$ cat src/rtl/proc_ctrl_pkg.sv
// Shared encodings for the multi-cycle RV32I control path: FSM states,
// halt cause codes and the next-PC selects understood by the PC mux.
package proc_ctrl_pkg;

  typedef enum logic [2:0] {
    S_FETCH  = 3'd0,
    S_DECODE = 3'd1,
    S_EXEC   = 3'd2,
    S_MEM    = 3'd3,
    S_WB     = 3'd4,
    S_HALT   = 3'd5
  } state_t;

  localparam logic [1:0] CAUSE_NONE    = 2'b00;
  localparam logic [1:0] CAUSE_ILLEGAL = 2'b01;
  localparam logic [1:0] CAUSE_IMEM_TO = 2'b10;
  localparam logic [1:0] CAUSE_DMEM_TO = 2'b11;

  localparam logic [1:0] PCSRC_PLUS4  = 2'b00;
  localparam logic [1:0] PCSRC_BRANCH = 2'b01;
  localparam logic [1:0] PCSRC_JAL    = 2'b10;
  localparam logic [1:0] PCSRC_JALR   = 2'b11;

endpackage

$ cat src/rtl/multicycle_ctrl_wait_timer.sv
// Clearable saturating wait counter; o_expired marks the last wait cycle
// on which a memory ack is still accepted.
module wait_timer #(
  parameter int TIMEOUT = 15
) (
  input  logic i_clk,
  input  logic i_rst,
  input  logic i_clear,
  input  logic i_inc,
  output logic o_expired
);

  localparam int W = (TIMEOUT > 0) ? $clog2(TIMEOUT + 1) : 1;
  localparam logic [W-1:0] MAX = W'(TIMEOUT);

  logic [W-1:0] count;

  always_ff @(posedge i_clk) begin
    if (i_rst || i_clear) begin
      count <= '0;
    end else if (i_inc && (count != MAX)) begin
      count <= count + W'(1);
    end
  end

  assign o_expired = (count == MAX);

endmodule

$ cat src/rtl/multicycle_ctrl.sv
// Multi-cycle control FSM: fetch/decode/execute/memory/writeback sequencing
// with memory wait-state timeout and a sticky halt on illegal op or timeout.
module multicycle_ctrl
  import proc_ctrl_pkg::*;
#(
  parameter int TIMEOUT = 15,
  parameter int CNT_W   = 32
) (
  input  logic             i_clk,
  input  logic             i_rst,
  output logic             o_imemReq,
  input  logic             i_imemAck,
  output logic             o_irWrite,
  input  logic             i_regWrite,
  input  logic             i_memRead,
  input  logic             i_memWrite,
  input  logic             i_illegal,
  input  logic [1:0]       i_PCSrc,
  output logic             o_dmemReq,
  output logic             o_dmemWe,
  input  logic             i_dmemAck,
  output logic             o_regWe,
  output logic             o_pcWrite,
  output logic [1:0]       o_pcSel,
  output logic [2:0]       o_state,
  output logic             o_fault,
  output logic [1:0]       o_faultCause,
  output logic [CNT_W-1:0] o_instret
);

  state_t     state, state_nxt;
  logic       reg_write_q, mem_read_q, mem_write_q;
  logic [1:0] pc_sel_q, pc_sel_hold;
  logic [1:0] cause_q, cause_nxt;
  logic       expired, timer_inc;
  logic       imem_req, ir_write, dmem_req, dmem_we, reg_we, pc_write;

  always_comb begin
    state_nxt = state;
    cause_nxt = cause_q;
    imem_req  = 1'b0;
    ir_write  = 1'b0;
    dmem_req  = 1'b0;
    dmem_we   = 1'b0;
    reg_we    = 1'b0;
    pc_write  = 1'b0;
    timer_inc = 1'b0;
    case (state)
      S_FETCH: begin
        imem_req  = 1'b1;
        timer_inc = ~i_imemAck;
        // Ack is checked before expiry so a last-cycle ack still completes.
        if (i_imemAck) begin
          ir_write  = 1'b1;
          state_nxt = S_DECODE;
        end else if (expired) begin
          state_nxt = S_HALT;
          cause_nxt = CAUSE_IMEM_TO;
        end
      end
      S_DECODE: begin
        if (i_illegal) begin
          state_nxt = S_HALT;
          cause_nxt = CAUSE_ILLEGAL;
        end else begin
          state_nxt = S_EXEC;
        end
      end
      S_EXEC: state_nxt = (mem_read_q || mem_write_q) ? S_MEM : S_WB;
      S_MEM: begin
        dmem_req  = 1'b1;
        dmem_we   = mem_write_q;
        timer_inc = ~i_dmemAck;
        if (i_dmemAck) begin
          state_nxt = S_WB;
        end else if (expired) begin
          state_nxt = S_HALT;
          cause_nxt = CAUSE_DMEM_TO;
        end
      end
      S_WB: begin
        reg_we    = reg_write_q;
        pc_write  = 1'b1;
        state_nxt = S_FETCH;
      end
      S_HALT:  state_nxt = S_HALT;
      default: state_nxt = S_HALT;
    endcase
  end

  wait_timer #(.TIMEOUT(TIMEOUT)) u_wait_timer (
    .i_clk     (i_clk),
    .i_rst     (i_rst),
    .i_clear   (state_nxt != state),
    .i_inc     (timer_inc),
    .o_expired (expired)
  );

  always_ff @(posedge i_clk) begin
    if (i_rst) begin
      state       <= S_FETCH;
      reg_write_q <= 1'b0;
      mem_read_q  <= 1'b0;
      mem_write_q <= 1'b0;
      pc_sel_q    <= PCSRC_PLUS4;
      pc_sel_hold <= PCSRC_PLUS4;
      cause_q     <= CAUSE_NONE;
      o_instret   <= '0;
    end else begin
      state   <= state_nxt;
      cause_q <= cause_nxt;
      if (state == S_DECODE && !i_illegal) begin
        reg_write_q <= i_regWrite;
        mem_read_q  <= i_memRead;
        mem_write_q <= i_memWrite;
        pc_sel_q    <= i_PCSrc;
      end
      if (state == S_WB) begin
        o_instret   <= o_instret + CNT_W'(1);
        pc_sel_hold <= pc_sel_q;
      end
    end
  end

  // Strobes are gated by reset so nothing leaks out while the core restarts.
  assign o_imemReq    = imem_req & ~i_rst;
  assign o_irWrite    = ir_write & ~i_rst;
  assign o_dmemReq    = dmem_req & ~i_rst;
  assign o_dmemWe     = dmem_we  & ~i_rst;
  assign o_regWe      = reg_we   & ~i_rst;
  assign o_pcWrite    = pc_write & ~i_rst;
  assign o_pcSel      = (state == S_WB) ? pc_sel_q : pc_sel_hold;
  assign o_state      = state;
  assign o_fault      = (state == S_HALT);
  assign o_faultCause = cause_q;

endmodule

$ cat config.mk
export PLATFORM = sky130hd
export DESIGN_NAME = multicycle_ctrl
export DESIGN_NICKNAME = d
export VERILOG_FILES = /design/src/rtl/proc_ctrl_pkg.sv /design/src/rtl/multicycle_ctrl_wait_timer.sv /design/src/rtl/multicycle_ctrl.sv
export SDC_FILE = /design/constraint.sdc
export NUM_CORES = 1
export LEC_CHECK = 0
export ABC_AREA = 1
export CAP_MARGIN = 0
export CORE_MARGIN = 2
export CORE_UTILIZATION = 46
export DETAILED_ROUTE_END_ITERATION = 16
export GPL_ROUTABILITY_DRIVEN = 1
export PLACE_DENSITY = 0.76
export SKIP_CTS_REPAIR_TIMING = 1
export SLEW_MARGIN = 20
export SYNTH_ARGS = -nofsm -noshare
export SYNTH_HDL_FRONTEND = slang
export SYNTH_SLANG_ARGS = --single-unit
$ cat constraint.sdc
create_clock -name i_clk -period 1.5 [get_ports i_clk]
set_input_delay 0.375 -clock i_clk [delete_from_list [all_inputs] [get_ports i_clk]]
set_output_delay 0.375 -clock i_clk [all_outputs]
set_load 0.02 [all_outputs]
==> results.yml <==
outcome:
  run_status: "finished, violations left"
  violations: "setup timing"
global_route:
  gr-total-overflow: 0
  grtUsageTotal_pct: 23.8
  first_pass_grt_wire_length_um: 12200
  antenna_found_initial: 0
  pin_count_of_the_biggest_net_entering_global_routing: 16
  first_global_vias: 2740
logic_synthesis:
  synthCells: 430
  post_synth_edffs: 0
  yosys_most_used_dff: "sky130_fd_sc_hd__dfxtp_1"
  synth_cell_types: 32
  yosysWarnings: 0
  average_size_of_a_mapped_cell_um2: 6.30
  yosysSeqAreaShare_pct: 35.5
  mappedNetlistArea_mm2: 0.00271
  synth.ff_latch_count: 48
  synth-async-reset-ratio_pct: 0
  synth_nets: 442
power:
  irDropWorstVdd_v: 0.000583
  power.share.combinational_pct: 32.5
  power.net_switching_uw: 1120
  swShare_pct: 30.9
  power_frac_clock_pct: 28.7
  cellLeakagePower_uw: 0.00246
  internal_power_uw: 2490
  power_per_cell_area_mw_per_mm2: 809
  seq_power_share_pct: 38.8
detailed_routing:
  drt_pre_antenna_iters: 7
  route.final.wire_length_um: 9250
  drc: 0
  via_per_inst: 5.31
  dr_total_vias: 3310
  drt.antenna.violating_nets: 0
  drt_iter0_drc: 248
  route.detailed.wl_per_inst_um: 14.9
timing:
  finalWorstSetupSlack_ns: -0.297
  relSlewSlack_pct: 76.8
  finClkSkew_ns: 0.0135
  tightest_slew_ns: 0.345
  final_critical_period_ns: 1.80
  timing.final.crit_share_pct: 120
  number_of_failing_hold_endpoints_at_the_final_stage: 0
  setup_viol: 37
  grt_setup_unrepaired: "true"
  fmax_ghz: 0.556
  maxSlewViolCount: 0
cts:
  numClockSinks: 48
  clock_latency_ns: 0.31
  ctsLongestPathBuffers: 2
  htreeDepth: 2
  clkTransAtPathRegs_ns: 0.09
  total_clock_buffers_created_by_cts: 5
  cts-root-buf: "sky130_fd_sc_hd__clkbuf_8"
  tritoncts: "yes"
placed_design:
  finalWeightedCongestion: 0.926
  port_buffers: 55
  dp_hpwl_um: 5700
  numPlacedInstances: 600
  postPlaceCellArea_mm2: 0.00374
layout:
  num_antenna_cells: 0
  finish.cell_count_without_fillers: 623
  postLayoutCellArea_mm2: 0.00446
  post_route_cells_drive_above_1_share_pct: 34.7
  commonest_cells_after_routing_fill_and_taps_aside: "sky130_fd_sc_hd__nand2_1, sky130_fd_sc_hd__nor2_1, sky130_fd_sc_hd__buf_4, sky130_fd_sc_hd__inv_1, sky130_fd_sc_hd__dlymetal6s2s_1"
  design.final.nets: 562
  area_delta_synth_final_pct: 64.6
  mostFrequentLayoutCell: "sky130_fd_sc_hd__nand2_1"
critical_path:
  regToRegSetupSlack_ns: -0.29
  criticalPathCategory: "flop to output pin"
  critical_path.top_delay_family: "simple AND/OR/NAND/NOR gates"
  timing.critical_path.fanout_max: 4
  path_buf_inv: 3
  reg2regPathDepth: 13
  worst_path_max_delay_cell: "sky130_fd_sc_hd__dfxtp_4"
  endpoint_kind: "output pin"
  worstPathRequired_ns: 1.12
  critical_path_arrival_ns: 1.42
  critical_path.reg2reg.startpoint: "o_state[1]$_SDFF_PP0_"
  worst_setup_path_start_kind: "flop"
  r2r_end: "o_instret[11]$_SDFFE_PP0P_"
  crit_chain: "inv_4, nand2_4, nor2_8, or2_2, o21ai_2, inv_1, buf_2"
  critical_path.max_stage_delay_ns: 0.38
flow_run:
  max_cap_viol_count: 0
worst_hold_path:
  min_delay_path_depth: 2
  whs_endpoint: "o_faultCause[1]$_SDFFE_PP0P_"
  hold_path_class: "flop to flop"
  worst_hold_startpoint: "o_faultCause[1]$_SDFFE_PP0P_"
floorplanning:
  die_footprint_mm2: 0.00652
  number_of_standard_cell_rows_in_the_floorplan: 27
  die_height_um: 80.7
  io_pins: 56
  floorplan.die.width_um: 80.7
  core_region_area_mm2: 0.00561
  initial_util_pct: 48.3
==> per-stage QoR <==
stage	TNS (ns)	worst slack (ns)	utilization, %	hold WS, ns	total power, uW
finish	-5.28	-0.297	79.5	0.458	3600
global route	-8.57	-0.386	79.5	0.478	3760
CTS	-15.42	-0.713	69.0	0.454	3330
detailed placement	-15.90	-0.609	66.7	0.439	2310
global placement	-14.96	-0.589	66.7	0.439	2290
floorplan	-0.0352	-0.0351	-	0.444	1890
==> cells in the mapped netlist (4+ instances only) <==
master	instances	share of area, %
sky130_fd_sc_hd__nand2_1	129	18
sky130_fd_sc_hd__nor2_1	74	10
sky130_fd_sc_hd__dfxtp_1	48	35
sky130_fd_sc_hd__inv_1	41	5.7
sky130_fd_sc_hd__a21oi_1	24	4.4
sky130_fd_sc_hd__nand3_1	21	3.9
sky130_fd_sc_hd__o21ai_0	20	3.7
sky130_fd_sc_hd__nand3b_1	9	2.5
sky130_fd_sc_hd__nor3_1	8	1.5
sky130_fd_sc_hd__nor2_2	7	1.6
sky130_fd_sc_hd__clkbuf_1	5	0.69
sky130_fd_sc_hd__inv_2	5	0.69
sky130_fd_sc_hd__nand4_1	5	1.2
sky130_fd_sc_hd__nand2_2	4	0.92
==> how the worst max path moves through the flow <==
| stage | slack [ns] | from | depth (start not counted) | end |
|---|---|---|---|---|
| finish | -0.30 | o_state[0]$_SDFF_PP0_ | 7 | o_pcSel[1] |
| global route | -0.39 | o_state[0]$_SDFF_PP0_ | 7 | o_pcSel[1] |
| CTS | -0.71 | o_state[1]$_SDFF_PP0_ | 7 | o_pcSel[1] |
| detailed placement | -0.61 | i_rst | 4 | o_irWrite |
| global placement | -0.59 | i_rst | 4 | o_dmemReq |
| floorplan | -0.04 | o_state[2]$_SDFF_PP0_ | 5 | o_regWe |
==> registers in the layout, indices dropped and copies added, names as in the netlist <==
name and cells:
o_state 3, u_wait_timer.count 4, o_instret 32, pc_sel_hold 2, pc_sel_q 2, mem_write_q 1, reg_write_q 1, o_faultCause 2
mem_read_q 1
==> worst reg2reg max path, stage by stage, from the launching register on <==
cell	delay, ns
sky130_fd_sc_hd__dfxtp_4	0.37
sky130_fd_sc_hd__inv_4	0.06
sky130_fd_sc_hd__nand2_4	0.06
sky130_fd_sc_hd__nor2_8	0.11
sky130_fd_sc_hd__buf_4	0.12
sky130_fd_sc_hd__buf_6	0.08
sky130_fd_sc_hd__buf_6	0.09
sky130_fd_sc_hd__buf_12	0.11
sky130_fd_sc_hd__nand2_4	0.06
sky130_fd_sc_hd__nor2_4	0.15
sky130_fd_sc_hd__nand3_4	0.12
sky130_fd_sc_hd__buf_6	0.14
sky130_fd_sc_hd__o21ai_1	0.13
sky130_fd_sc_hd__a21oi_1	0.06
==> kinds of logic after synthesis <==
logic type,synth area share [%]
flip-flops,35.5
adder cells (fa/ha/maj),0.924
XOR/XNOR,1.29
AND/OR/NAND/NOR,44.6
AO/OA/AOI/OAI,9.89
buffers and inverters,7.76
==> cell type report <==
| cell class | count | area (um^2) |
|---|---|---|
| Tap cell | 72 | 90.1 |
| Clock inverter | 1 | 30.0 |
| Clock buffer | 7 | 96.3 |
| Sequential cell | 48 | 1000 |
| Fill cell | 372 | 1150 |
| Inverter | 47 | 184 |
| Multi-Input combinational cell | 327 | 1850 |
| Timing Repair Buffer | 121 | 1200 |
==> layer usage <==
layer | wire length (um) | vias up | global-route usage [%] | share of wire [%]
li1 | - | 1610 | - | -
met1 | 3730 | 1530 | 31.5 | 40
met2 | 4610 | 133 | 39.7 | 50
met3 | 581 | 37 | 4.72 | 6.3
met4 | 325 | 0 | 6.61 | 3.5
met5 | 0 | - | 0 | 0
==> power groups by stage <==
stage	sequential, uW	clock (uW)	combinational (uW)
global route	1410	1110	1250
finish	1400	1040	1170
floorplan	1460	0	437
global placement	1410	0	878
CTS	1390	1050	894
detailed placement	1420	0	888
Note: power is estimated with default switching activity, not from simulation.
